$ cat src/rtl/lsu_initiator_pkg.sv
// Shared opcode constants and helpers for the MEM-stage load/store initiator.
// LSU_ALIGN_CHECK_EN enables misalignment trapping in lsu_initiator.
package lsu_initiator_pkg;

    localparam logic [5:0] OP_LB  = 6'h20;
    localparam logic [5:0] OP_LH  = 6'h21;
    localparam logic [5:0] OP_LW  = 6'h23;
    localparam logic [5:0] OP_LBU = 6'h24;
    localparam logic [5:0] OP_LHU = 6'h25;
    localparam logic [5:0] OP_SB  = 6'h28;
    localparam logic [5:0] OP_SH  = 6'h29;
    localparam logic [5:0] OP_SW  = 6'h2b;

    function automatic logic is_load(input logic [5:0] op);
        return op inside {OP_LB, OP_LH, OP_LW, OP_LBU, OP_LHU};
    endfunction

    function automatic logic is_misaligned(input logic [5:0] op,
                                           input logic [1:0] lo);
        logic m;
        m = 1'b0;
        if (op == OP_LW || op == OP_SW)
            m = (lo != 2'b00);
        else if (op == OP_LH || op == OP_LHU || op == OP_SH)
            m = lo[0];
        return m;
    endfunction

endpackage

$ cat src/rtl/lsu_initiator_lane_unit.sv
// Little-endian lane extract/extend for loads and lane merge for stores.
// Purely combinational; shared by the LOAD and WR states.
module lsu_lane_unit
    import lsu_initiator_pkg::*;
(
    input  logic [1:0]  lane,
    input  logic [5:0]  op,
    input  logic [31:0] rdata,
    input  logic [31:0] wdata,
    output logic [31:0] load_val,
    output logic [31:0] store_word
);

    logic [7:0]  b;
    logic [15:0] h;

    always_comb begin
        b = rdata[{lane, 3'b000} +: 8];
        h = rdata[{lane[1], 4'b0000} +: 16];
        load_val = '0;
        case (op)
            OP_LB:   load_val = {{24{b[7]}}, b};
            OP_LBU:  load_val = {24'h0, b};
            OP_LH:   load_val = {{16{h[15]}}, h};
            OP_LHU:  load_val = {16'h0, h};
            OP_LW:   load_val = rdata;
            default: load_val = '0;
        endcase
    end

    always_comb begin
        store_word = rdata;
        case (op)
            OP_SW:   store_word = wdata;
            OP_SB:   store_word[{lane, 3'b000} +: 8] = wdata[7:0];
            OP_SH:   store_word[{lane[1], 4'b0000} +: 16] = wdata[15:0];
            default: store_word = rdata;
        endcase
    end

endmodule

$ cat src/rtl/lsu_initiator.sv
// MEM-stage load/store initiator: one command at a time, RMW for sb/sh.
// Define LSU_ALIGN_CHECK_EN to trap misaligned lw/sw/lh/lhu/sh.
module lsu_initiator
    import lsu_initiator_pkg::*;
#(
    parameter int ADDR_W = 32,
    parameter int DATA_W = 32
) (
    input  logic              clk,
    input  logic              rst,
    input  logic              req_valid,
    output logic              req_ready,
    input  logic [5:0]        op,
    input  logic [ADDR_W-1:0] addr,
    input  logic [DATA_W-1:0] wdata,
    input  logic [ADDR_W-1:0] pc,
    output logic              resp_valid,
    output logic [DATA_W-1:0] resp_data,
    output logic              exc_misaligned,
    output logic [ADDR_W-1:0] mem_addr,
    output logic [DATA_W-1:0] mem_wdata,
    output logic              mem_we,
    output logic [ADDR_W-1:0] mem_pc,
    input  logic [DATA_W-1:0] mem_rdata
);

    typedef enum logic [2:0] {
        S_IDLE,
        S_LOAD,
        S_RMW_RD,
        S_WR,
        S_RESP
    } state_e;

    state_e state, state_nx;

    logic [5:0]        op_q;
    logic [ADDR_W-1:0] addr_q;
    logic [ADDR_W-1:0] pc_q;
    logic [DATA_W-1:0] wdata_q;
    logic [DATA_W-1:0] merge_q;
    logic [DATA_W-1:0] rd_word;
    logic [DATA_W-1:0] load_val;
    logic [DATA_W-1:0] store_word;
    logic              accept;
    logic              mis;

    assign accept = (state == S_IDLE) && req_valid;

`ifdef LSU_ALIGN_CHECK_EN
    assign mis = is_misaligned(op, addr[1:0]);
`else
    assign mis = 1'b0;
`endif

    always_ff @(posedge clk) begin
        if (rst)
            state <= S_IDLE;
        else
            state <= state_nx;
    end

    always_comb begin
        state_nx = state;
        unique case (state)
            S_IDLE: begin
                if (req_valid) begin
                    if (mis)
                        state_nx = S_RESP;
                    else if (is_load(op))
                        state_nx = S_LOAD;
                    else if (op == OP_SW)
                        state_nx = S_WR;
                    else if (op == OP_SB || op == OP_SH)
                        state_nx = S_RMW_RD;
                    else
                        state_nx = S_RESP;
                end
            end
            S_LOAD:   state_nx = S_RESP;
            S_RMW_RD: state_nx = S_WR;
            S_WR:     state_nx = S_RESP;
            S_RESP:   state_nx = S_IDLE;
            default:  state_nx = S_IDLE;
        endcase
    end

    // Loads extract from the live read word; stores merge into the captured one.
    assign rd_word = (state == S_LOAD) ? mem_rdata : merge_q;

    lsu_lane_unit u_lane (
        .lane       (addr_q[1:0]),
        .op         (op_q),
        .rdata      (rd_word),
        .wdata      (wdata_q),
        .load_val   (load_val),
        .store_word (store_word)
    );

    always_ff @(posedge clk) begin
        if (rst) begin
            op_q      <= '0;
            addr_q    <= '0;
            wdata_q   <= '0;
            pc_q      <= '0;
            merge_q   <= '0;
            resp_data <= '0;
        end else begin
            if (accept) begin
                op_q    <= op;
                addr_q  <= addr;
                wdata_q <= wdata;
                pc_q    <= pc;
            end
            if (state == S_RMW_RD)
                merge_q <= mem_rdata;
            if (state == S_LOAD)
                resp_data <= load_val;
            else if (state == S_WR)
                resp_data <= '0;
            else if (accept && state_nx == S_RESP)
                resp_data <= '0;
        end
    end

`ifdef LSU_ALIGN_CHECK_EN
    logic exc_q;

    always_ff @(posedge clk) begin
        if (rst)
            exc_q <= 1'b0;
        else if (accept)
            exc_q <= mis;
    end

    assign exc_misaligned = exc_q;
`else
    assign exc_misaligned = 1'b0;
`endif

    assign req_ready  = (state == S_IDLE);
    assign resp_valid = (state == S_RESP);
    assign mem_addr   = {addr_q[ADDR_W-1:2], 2'b00};
    assign mem_pc     = pc_q;
    assign mem_we     = (state == S_WR) && !rst;
    assign mem_wdata  = (state == S_WR) ? store_word : '0;

endmodule

$ cat config.mk
export PLATFORM = sky130hd
export DESIGN_NAME = lsu_initiator
export DESIGN_NICKNAME = d
export VERILOG_FILES = /design/src/rtl/lsu_initiator_pkg.sv /design/src/rtl/lsu_initiator_lane_unit.sv /design/src/rtl/lsu_initiator.sv
export SDC_FILE = /design/constraint.sdc
export NUM_CORES = 1
export LEC_CHECK = 0
export CAP_MARGIN = 40
export CORE_MARGIN = 3
export CORE_UTILIZATION = 33
export CTS_BUF_LIST = sky130_fd_sc_hd__clkbuf_4 sky130_fd_sc_hd__clkbuf_8
export DETAILED_ROUTE_END_ITERATION = 10
export DONT_BUFFER_PORTS = 1
export GPL_TIMING_DRIVEN = 0
export PLACE_DENSITY = 0.49
export SYNTH_ARGS = -nofsm -noshare
export SYNTH_HDL_FRONTEND = slang
export SYNTH_SLANG_ARGS = --single-unit
$ cat constraint.sdc
create_clock -name clk -period 2.4 [get_ports clk]
set_input_delay 0 -clock clk [delete_from_list [all_inputs] [get_ports clk]]
set_output_delay 0 -clock clk [all_outputs]
set_load 0.05 [all_outputs]
==> Yosys cells after proc, flatten, opt, wreduce, memory -nomap -nowiden <==
Cells that the tools add are included.
{ "classes": {"n_addsub": 2, "n_eq_ne": 21, "shifts": 6, "n_mux": 14, "n_reduce_logical": 9} }
{ "op_table": {"columns": ["cell", "count"], "rows": [
  ["32-bit two-way mux", 5],
  ["32-bit one-hot mux with 5 select lines", 1],
  ["6-bit equality test (second input constant)", 16],
  ["32-bit one-hot mux with 3 select lines", 1],
  ["32-bit bitwise mux", 2],
  ["16-bit by 7-bit variable shift with 32-bit output (first input constant)", 1],
  ["8-bit by 7-bit variable shift with 32-bit output (first input constant)", 1],
  ["16-bit by 7-bit variable part select with 32-bit output", 1],
  ["32-bit by 6-bit variable part select with 16-bit output", 1],
  ["32-bit by 6-bit variable part select with 8-bit output", 1],
  ["8-bit by 7-bit variable part select with 32-bit output", 1],
  ["5-bit negator with 7-bit output", 2],
  ["3-bit two-way mux", 4],
  ["3-bit one-hot mux with 3 select lines", 1],
  ["3-bit by 2-bit equality test with 1-bit output (second input constant)", 2],
  ["3-bit equality test (second input constant)", 2],
  ["5-bit nonzero test", 1],
  ["3-bit by 1-bit equality test with 1-bit output (second input constant)", 1],
  ["1-bit logical AND", 3],
  ["3-bit zero test", 1],
  ["3-bit nonzero test", 1],
  ["2-bit OR reduction", 1],
  ["1-bit zero test", 1],
  ["1-bit logical OR", 1]
]} }
{ "totals": {"reg_bits": 169, "out_inout_bits": 132, "elab_cells": 59} }

==> Longest topological paths before layout <==
Gate-level depths: netlist of the first run.
{ "logic_depth": {"word_depth": 12, "depth_mapped": 8} }

==> Hierarchy <==
From an unflattened synthesis of the first run, not the netlist that was laid out.
{ "hier_totals": {"cells_unflattened": 1008, "area_unflattened_um2": 8245.4} }
{ "by_module_without_submodules": {"columns": ["mod", "instances", "cells_per_inst", "area_per_inst_um2", "seq_area_each_um2"], "rows": [
  ["lsu_initiator", 1, 786, 6633.9, 3383.2],
  ["lsu_lane_unit", 1, 222, 1611.5, 0.0]
]} }

==> Worst setup path after synthesis of the first run <==
Ideal clock, no wire load.
{ "synth_timing": {"kind": "flip-flop to flip-flop", "start": "register state[1]", "end": "register resp_data[21]", "setup_time_ns": 0.122, "arrival_ns": 2.535, "t_required_ns": 2.278, "setup_slack_ns": -0.257, "path_stages_with_launch": 7, "n_path_buf": 2, "cell_sequence": "dfxtp_1 > nor3_1 > and2_1 > buf_2 > a211oi_2 > clkbuf_1 > a221o_1"} }
{ "synth_between": {"word_cells_on_any_way": 17} }
{ "synth_rtl": {"columns": ["item", "line_no", "rtl"], "rows": [
  ["start, declared", "lsu_initiator.sv:35", "state_e state, state_nx;"],
  ["start signal, assigned", "lsu_initiator.sv:60", "state <= state_nx;"],
  ["3-bit zero test (*)", null, null],
  ["named net req_ready", "lsu_initiator.sv:12", "output logic req_ready,"],
  ["3-bit one-hot mux with 3 select lines", "lsu_initiator.sv:65", "unique case (state)"],
  ["3-bit equality test", "lsu_initiator.sv:121", "else if (accept && state_nx == S_RESP)"],
  ["1-bit logical AND (*)", "lsu_initiator.sv:121", null],
  ["3-bit nonzero test (no source line) (*)", null, null],
  ["end signal, assigned", "lsu_initiator.sv:118", "resp_data <= load_val;"],
  ["end, declared", "lsu_initiator.sv:18", "output logic [DATA_W-1:0] resp_data,"]
]} }
The timed path passes the listed nets; every way through them passes the cells marked *.
A chain may end at the register's enable or synchronous reset.

==> Worst setup path in the final report of the first run <==
{ "layout_timing": {"start": "register state[1]", "end": "output mem_wdata[17]"} }
{ "layout_between": {"elab_chain_len": 5, "word_cells_on_any_way": 7} }
{ "layout_lines": {"columns": ["item", "line_no", "rtl"], "rows": [
  ["3-bit by 1-bit equality test with 1-bit output", "lsu_initiator.sv:89", "assign rd_word = (state == S_LOAD) ? mem_rdata : merge_q;"],
  ["32-bit two-way mux", "lsu_initiator.sv:89", null],
  ["32-bit bitwise mux, on equally long branches", "lsu_initiator_lane_unit.sv:36, lsu_initiator_lane_unit.sv:35", null],
  ["32-bit one-hot mux with 3 select lines", "lsu_initiator_lane_unit.sv:33", "case (op)"],
  ["32-bit two-way mux (*)", "lsu_initiator.sv:146", "assign mem_wdata = (state == S_WR) ? store_word : '0;"],
  ["end, declared", "lsu_initiator.sv:21", "output logic [DATA_W-1:0] mem_wdata,"]
]} }
Every way passes the cells marked *; elsewhere a longest branch is shown, timed or not.

==> results of run 1 <==
-- synthesized netlist by cell type (all sizes together), types with 2 or more instances --
cell type  number  area (um2)
nand2         326        1224
dfxtp         169        3383
a21oi         163       815.8
clkbuf         55       206.5
buf            54       359.1
nor2           41       153.9
mux2i          34       340.3
o21ai          29       145.1
a222oi         17       170.2
o221ai         13       113.9
mux2           12       135.1
inv            11       41.29
o22ai          10       62.56
a22o            9       78.83
and3b           8       70.07
o22a            7       61.31
a221o           6       60.06
a32oi           6       52.55
nor2b           6       37.54
nor3            6       30.03
ha              5       62.56
nor3b           5       47.54
nand4b          4       35.03
o21bai          4       30.03
and2            3       18.77
nand2b          3       18.77
nand3           3       15.01
nand3b          3       22.52
a211oi          2       25.02
o211ai          2       15.01
or2             2       12.52
-- flip-flops by register name (all words and copies together) (netlist names) --
signal,cells
resp_data,32
wdata_q,32
mem_pc,32
addr_q,32
state,3
merge_q,32
op_q,6
-- final cells by class --
cell class	instances	area share, %
plain buffers	106	5.411
clock buffers	17	2.012
clock inverters	14	1.355
inverters	11	0.4303
multi-input cells	747	39.39
flip-flops and latches	169	29.25
well taps	319	3.432
repair buffers	215	18.72
-- critical path, delay by kind of cell (launching register included) --
| family | cells | cell delay, ns |
|---|---|---|
| AO/OA/AOI/OAI | 1 | 0.28 |
| flip-flops | 1 | 0.37 |
| buffers and inverters | 5 | 0.73 |
| AND/OR/NAND/NOR | 2 | 0.44 |
| multiplexers | 1 | 0.27 |
-- power groups by stage --
| stage | clock network (uW) | logic [uW] | registers (uW) |
|---|---|---|---|
| after floorplan | 0 | 592 | 3180 |
| final | 2080 | 1050 | 3160 |
| after CTS | 2140 | 1020 | 3160 |
| after detailed placement | 0 | 752 | 3230 |
| after global placement | 0 | 741 | 3220 |
| after global routing | 2270 | 1140 | 3180 |
-- final timing paths --
kind,depth (start not counted),start,slack (ns),endpoint
max,9,state[1]$_SDFF_PP0_,-0.16,mem_wdata[17]
min,3,mem_rdata[7],0.04,resp_data[7]$_SDFFE_PP0P_
max reg2reg,8,state[1]$_SDFF_PP0_,0.10,resp_data[12]$_SDFFE_PP0P_
min reg2reg,2,addr_q[31]$_SDFFE_PP0P_,0.46,addr_q[31]$_SDFFE_PP0P_
-- per-layer routing --
layer / vias up / global-route usage, % / wire length, um
li1: 4007 / - / -
met1: 3924 / 31.00 / 13580
met2: 367 / 40.12 / 15310
met3: 41 / 6.155 / 2646
met4: 0 / 7.822 / 685
met5: - / 0 / 0
-- logic make-up (layout without fill, tap and decap cells) --
group,after synthesis,after routing,synth area share (%)
AOI/OAI and AO/OA,276,276,21.28
adders and majority gates,5,5,0.7842
buffers and inverters,120,363,7.607
DFF,169,169,42.41
muxes,46,46,5.960
other,1,3,0.04701
and+or+nand+nor,417,417,21.91
-- repair_timing --
| item | CTS | global route |
|---|---|---|
| endpoints found under the setup margin | 46 | 64 |
| resized for setup | 138 | 55 |
| hold endpoints to repair | 165 | 0 |
| pin swaps | 36 | 32 |
| gates cloned | 2 | 0 |
| hold buffers | 134 | 0 |
| buffers inserted | 28 | 16 |
-- stage by stage --
stage | instances | util, % | setup TNS [ns] | power [uW] | worst slack, ns
floorplan | 1036 | - | -0.4039 | 3773 | -0.05049
global placement | 1355 | 35.53 | -24.33 | 3965 | -0.6035
detailed placement | 1391 | 36.76 | -2.914 | 3978 | -0.3308
CTS | 1584 | 47.80 | -1.759 | 6323 | -0.1528
global route | 1598 | 49.26 | -3.464 | 6590 | -0.2442
finish | 1598 | 49.26 | -1.423 | 6292 | -0.1616
==> out/results.ini, run 1 <==
[cts]
htree_levels=4
path_clk_slew_ns=0.10
tritoncts=built
numCtsBuffers=17
clock-sinks=169
clock-root-buffer=clkbuf_8
cts_buffer_depth=2
clock_latency_ns=0.47

[floorplan]
die_x_um=161.5
die_area_um2=26080
fp-row-count=56
start_util_pct=33.79
coreArea_um2=23610
dieHeight_um=161.5
pin_count=269

[global_routing]
grt-ovfl-total=0
antenna_found_initial=0
grt_usage_pct=24.24
grt_pass1_vias=8316
grt_first_pass_wirelength_um=48800
grt_max_degree=18

[finish]
multi_input_area_um2=4582
layout_common_cells=nand2_1, a21oi_1, dfxtp_1
syn2layout_area_growth_pct=45.80
final_common_cell=nand2_1
finish.instance_area_um2=11630
final-seq-area_um2=3402
fin_nets=1409
antennaDiodeCount=0
drive_above_1_share_pct=21.27
n_fill_cell=2331

[job]
max_cap_violations=0

[drt]
ant_nets=0
drt_iter0_drc=589
routedWlPerCell_um=20.16
viasPerCell=5.218
drc=0
drt_first_pass_iters=6
drt-total-wl_um=32210
dr_total_vias=8339

[synthesis]
yosys_warnings=0
synth_cell_types=53
avgSynthCellArea_um2=7.715
synth-async-reset-ratio_pct=0
synthCells=1034
netlist_area_um2=7978
synth-edff-count=0
synthFlopType=dfxtp_1
ys_seq_elements=169
yosysSeqAreaShare_pct=42.41

[worst_setup_path]
cp.arrival_ns=2.56
path_max_fanout=6
crit_required_ns=2.40
worstPathCellList=nor3b_4 > buf_6 > buf_12 > buf_12 > mux2i_4 > inv_1 > a222oi_1 > nor2_1 > buf_6
cp-end-kind=output pin
cpMaxStageDelayCell=dfxtp_4
slowest_delay_ns=0.37
critical_path_class=flip-flop to output pin
crit_path_start_kind=flip-flop

[placement]
gp_congestion=0.9172
place_area_um2=8681
place_hpwl_um=23760
io_buffer_count=0

[power]
leakage_uw=0.004277
power_switching_uw=2082
power_frac_clock_pct=33.1
vdd_drop_max_mv=0.2806
p_comb_share_pct=16.6
power_frac_seq_pct=50.3
power_density_nw_per_um2=540.9
switching_share_pct=33.09
intPower_uw=4210

[status]
status=complete, but fails checks
violations=negative setup slack

[sta]
hold_viol=0
rsz0062_at_grt=true
worst_pin_slew_ns=0.9438
setup-violations-final=17
hold_slack_ns=0.03899
finalCriticalPeriod_ns=2.562
period_share_pct=106.7
slew_headroom_pct=36.78
skew_ns=0.02313
fin_ws_ns=-0.1616
drv_slew=0
clock.fmax_mhz=390.4

[min_path]
hold_path_class=primary input to flip-flop

(Power assumes the default switching activity.)
==> run 2, diff against run 1 <==
- CTS_BUF_LIST: sky130_fd_sc_hd__clkbuf_4 sky130_fd_sc_hd__clkbuf_8 -> not set
==> run 2 against run 1 <==
Against the previous run:
- combinational power is essentially flat
- non-clock buffer count decreased by 18
- first-iteration DRC count rose by 15%
- the run still ends with negative setup slack left
- cell area shrank 1.6%
==> out/results.ini, run 2 (same netlist as run 1, synthesis figures left out) <==
[placement]
place_hpwl_um=23760  ; unchanged
io_buffer_count=0  ; unchanged
place_area_um2=8681  ; unchanged
gp_congestion=0.9172  ; unchanged

[sta]
setup-violations-final=16  ; -1
fin_ws_ns=-0.1325  ; +0.02907 ns
worst_pin_slew_ns=0.9891  ; +0.04529 ns
period_share_pct=105.5  ; -1.2 points
fin_tns_setup_ns=-1.125  ; +0.2981 ns
hold_viol=0  ; unchanged
rsz0062_at_grt=true
slew_headroom_pct=33.75  ; -3.0 points
drv_slew=0  ; unchanged
skew_ns=0.02467  ; +0.001545 ns
clock.fmax_mhz=394.9  ; +1.1%
finalCriticalPeriod_ns=2.533  ; -0.02907 ns

[drt]
ant_nets=0  ; unchanged
routedWlPerCell_um=20.29  ; +0.65%
viasPerCell=5.209  ; -0.17%
drt-total-wl_um=32060  ; -0.48%
drt_iter0_drc=675  ; +15%
drt_first_pass_iters=6  ; unchanged
drc=0  ; unchanged
dr_total_vias=8231  ; -1.3%

[worst_setup_path]
slowest_delay_ns=0.36  ; about the same
cpMaxStageDelayCell=dfxtp_4
cp.arrival_ns=2.53  ; -0.03 ns
path_delay_family=buffers and inverters
r2r_cells=6  ; -2
critical_path_class=flip-flop to output pin
path_max_fanout=8  ; +2
cp_num_buf_inv=4  ; -1
crit_top_cell=buf_6
cp-end-kind=output pin
worstPathCellList=nor3b_4 > buf_6 > buf_12 > mux2i_4 > inv_2 > a222oi_1 > nor2_2 > buf_6
crit_required_ns=2.40  ; about the same
crit_path_start_kind=flip-flop
cp_num_cells=8  ; -1

[finish]
finish.instance_area_um2=11440  ; -1.6%
syn2layout_area_growth_pct=43.43
drive_above_1_share_pct=19.51  ; -1.8 points
fin_nets=1391  ; -1.3%
n_fill_cell=2335  ; +0.17%
final_common_cell=nand2_1
layout_common_cells=nand2_1, dfxtp_1, a21oi_1
antennaDiodeCount=0  ; unchanged

[floorplan]
dieHeight_um=161.5  ; unchanged
pin_count=269  ; unchanged
fp-row-count=56  ; unchanged
start_util_pct=33.79  ; unchanged
die_x_um=161.5  ; unchanged
coreArea_um2=23610  ; unchanged
die_area_um2=26080  ; unchanged

[cts]
clock-sinks=169  ; unchanged
clock-root-buffer=clkbuf_16
clock_latency_ns=0.44  ; -0.03 ns
htree_levels=4  ; unchanged
numCtsBuffers=17  ; unchanged
cts_buffer_depth=2  ; unchanged
path_clk_slew_ns=0.08  ; -0.02 ns
tritoncts=built

[power]
leakage_uw=0.004219  ; -1.4%
power_frac_seq_pct=45.4  ; -4.9 points
intPower_uw=4807  ; +14%
power_uw=6971  ; +11%
power_density_nw_per_um2=609.2  ; +13%
power_switching_uw=2164  ; +4.0%
p_comb_share_pct=14.6  ; -2.0 points
vdd_drop_max_mv=0.3458  ; +23%
power_frac_clock_pct=40.0  ; +6.9 points
switching_share_pct=31.05  ; -2.0 points

[status]
violations=negative setup slack
status=complete, but fails checks

[min_path]
hold_path_class=primary input to flip-flop
whs_path_depth=3  ; unchanged

[global_routing]
grt-ovfl-total=0  ; unchanged
grt_pass1_vias=8190  ; -1.5%
grt_first_pass_wirelength_um=48360  ; -0.90%
grt_max_degree=18  ; unchanged
grt_usage_pct=24.04  ; -0.20 points
antenna_found_initial=0  ; unchanged

[job]
max_cap_violations=0  ; unchanged

-- run 2: worst reg2reg max path: cells and delay by family (launching register included) --
kind	cells	cell delay, ns
AO/OA/AOI/OAI	3	1.45
flip-flops	1	0.37
buffers and inverters	2	0.34
AND/OR/NAND/NOR	1	0.08
-- run 2: path summary, 6_finish.rpt --
path / endpoint / startpoint / slack (ns)
worst max-delay path: mem_wdata[8] / state[1]$_SDFF_PP0_ / -0.13
worst max register to register: resp_data[12]$_SDFFE_PP0P_ / addr_q[1]$_SDFFE_PP0P_ / 0.08
worst min-delay path: resp_data[2]$_SDFFE_PP0P_ / mem_rdata[2] / 0.02
worst min register to register: merge_q[3]$_SDFFE_PP0P_ / merge_q[3]$_SDFFE_PP0P_ / 0.45
-- run 2: per-stage QoR --
step	util (%)	cells	setup slack (ns)	hold slack [ns]
2_1_floorplan	-	1036	-0.05049	0.1360
3_3_place_gp	35.53	1355	-0.6035	0.1376
3_5_place_dp	36.76	1391	-0.3308	0.1425
4_1_cts	47.05	1570	-0.1480	0.0002280
5_1_grt	48.46	1580	-0.2175	0.02430
6_report	48.46	1580	-0.1325	0.02377
-- run 2: cell type report --
cell class / count / area [um2] / area share [%]
Tap cell: 319 / 399.1 / 3.488
Multi-Input combinational cell: 747 / 4456 / 38.94
Clock buffer: 17 / 425.4 / 3.718
Inverter: 11 / 50.05 / 0.4374
Buffer: 106 / 636.9 / 5.566
Sequential cell: 169 / 3401 / 29.72
Timing Repair Buffer: 197 / 1917 / 16.75
Clock inverter: 14 / 157.7 / 1.378
-- run 2: repair_timing --
action	4_1_cts	5_1_grt
hold endpoints to repair	163	0
pin swaps	17	23
gates resized for setup	95	62
buffers inserted	15	12
gates cloned	1	0
endpoints found under the setup margin	44	57
hold buffers	134	0
-- run 2: metal layers --
layer | track usage, % | up-vias | share of wire [%]
li1 | - | 3970 | -
met1 | 31.00 | 3864 | 42
met2 | 39.81 | 359 | 47
met3 | 6.848 | 38 | 9.2
met4 | 5.944 | 0 | 1.7
met5 | 0 | - | 0
-- run 2: power by group through the flow --
stage / logic (uW) / clock network [uW] / registers (uW)
floorplan: 592 / 0 / 3180
global placement: 741 / 0 / 3220
detailed placement: 752 / 0 / 3230
CTS: 989 / 2850 / 3160
global route: 1110 / 2970 / 3180
finish: 1020 / 2790 / 3160
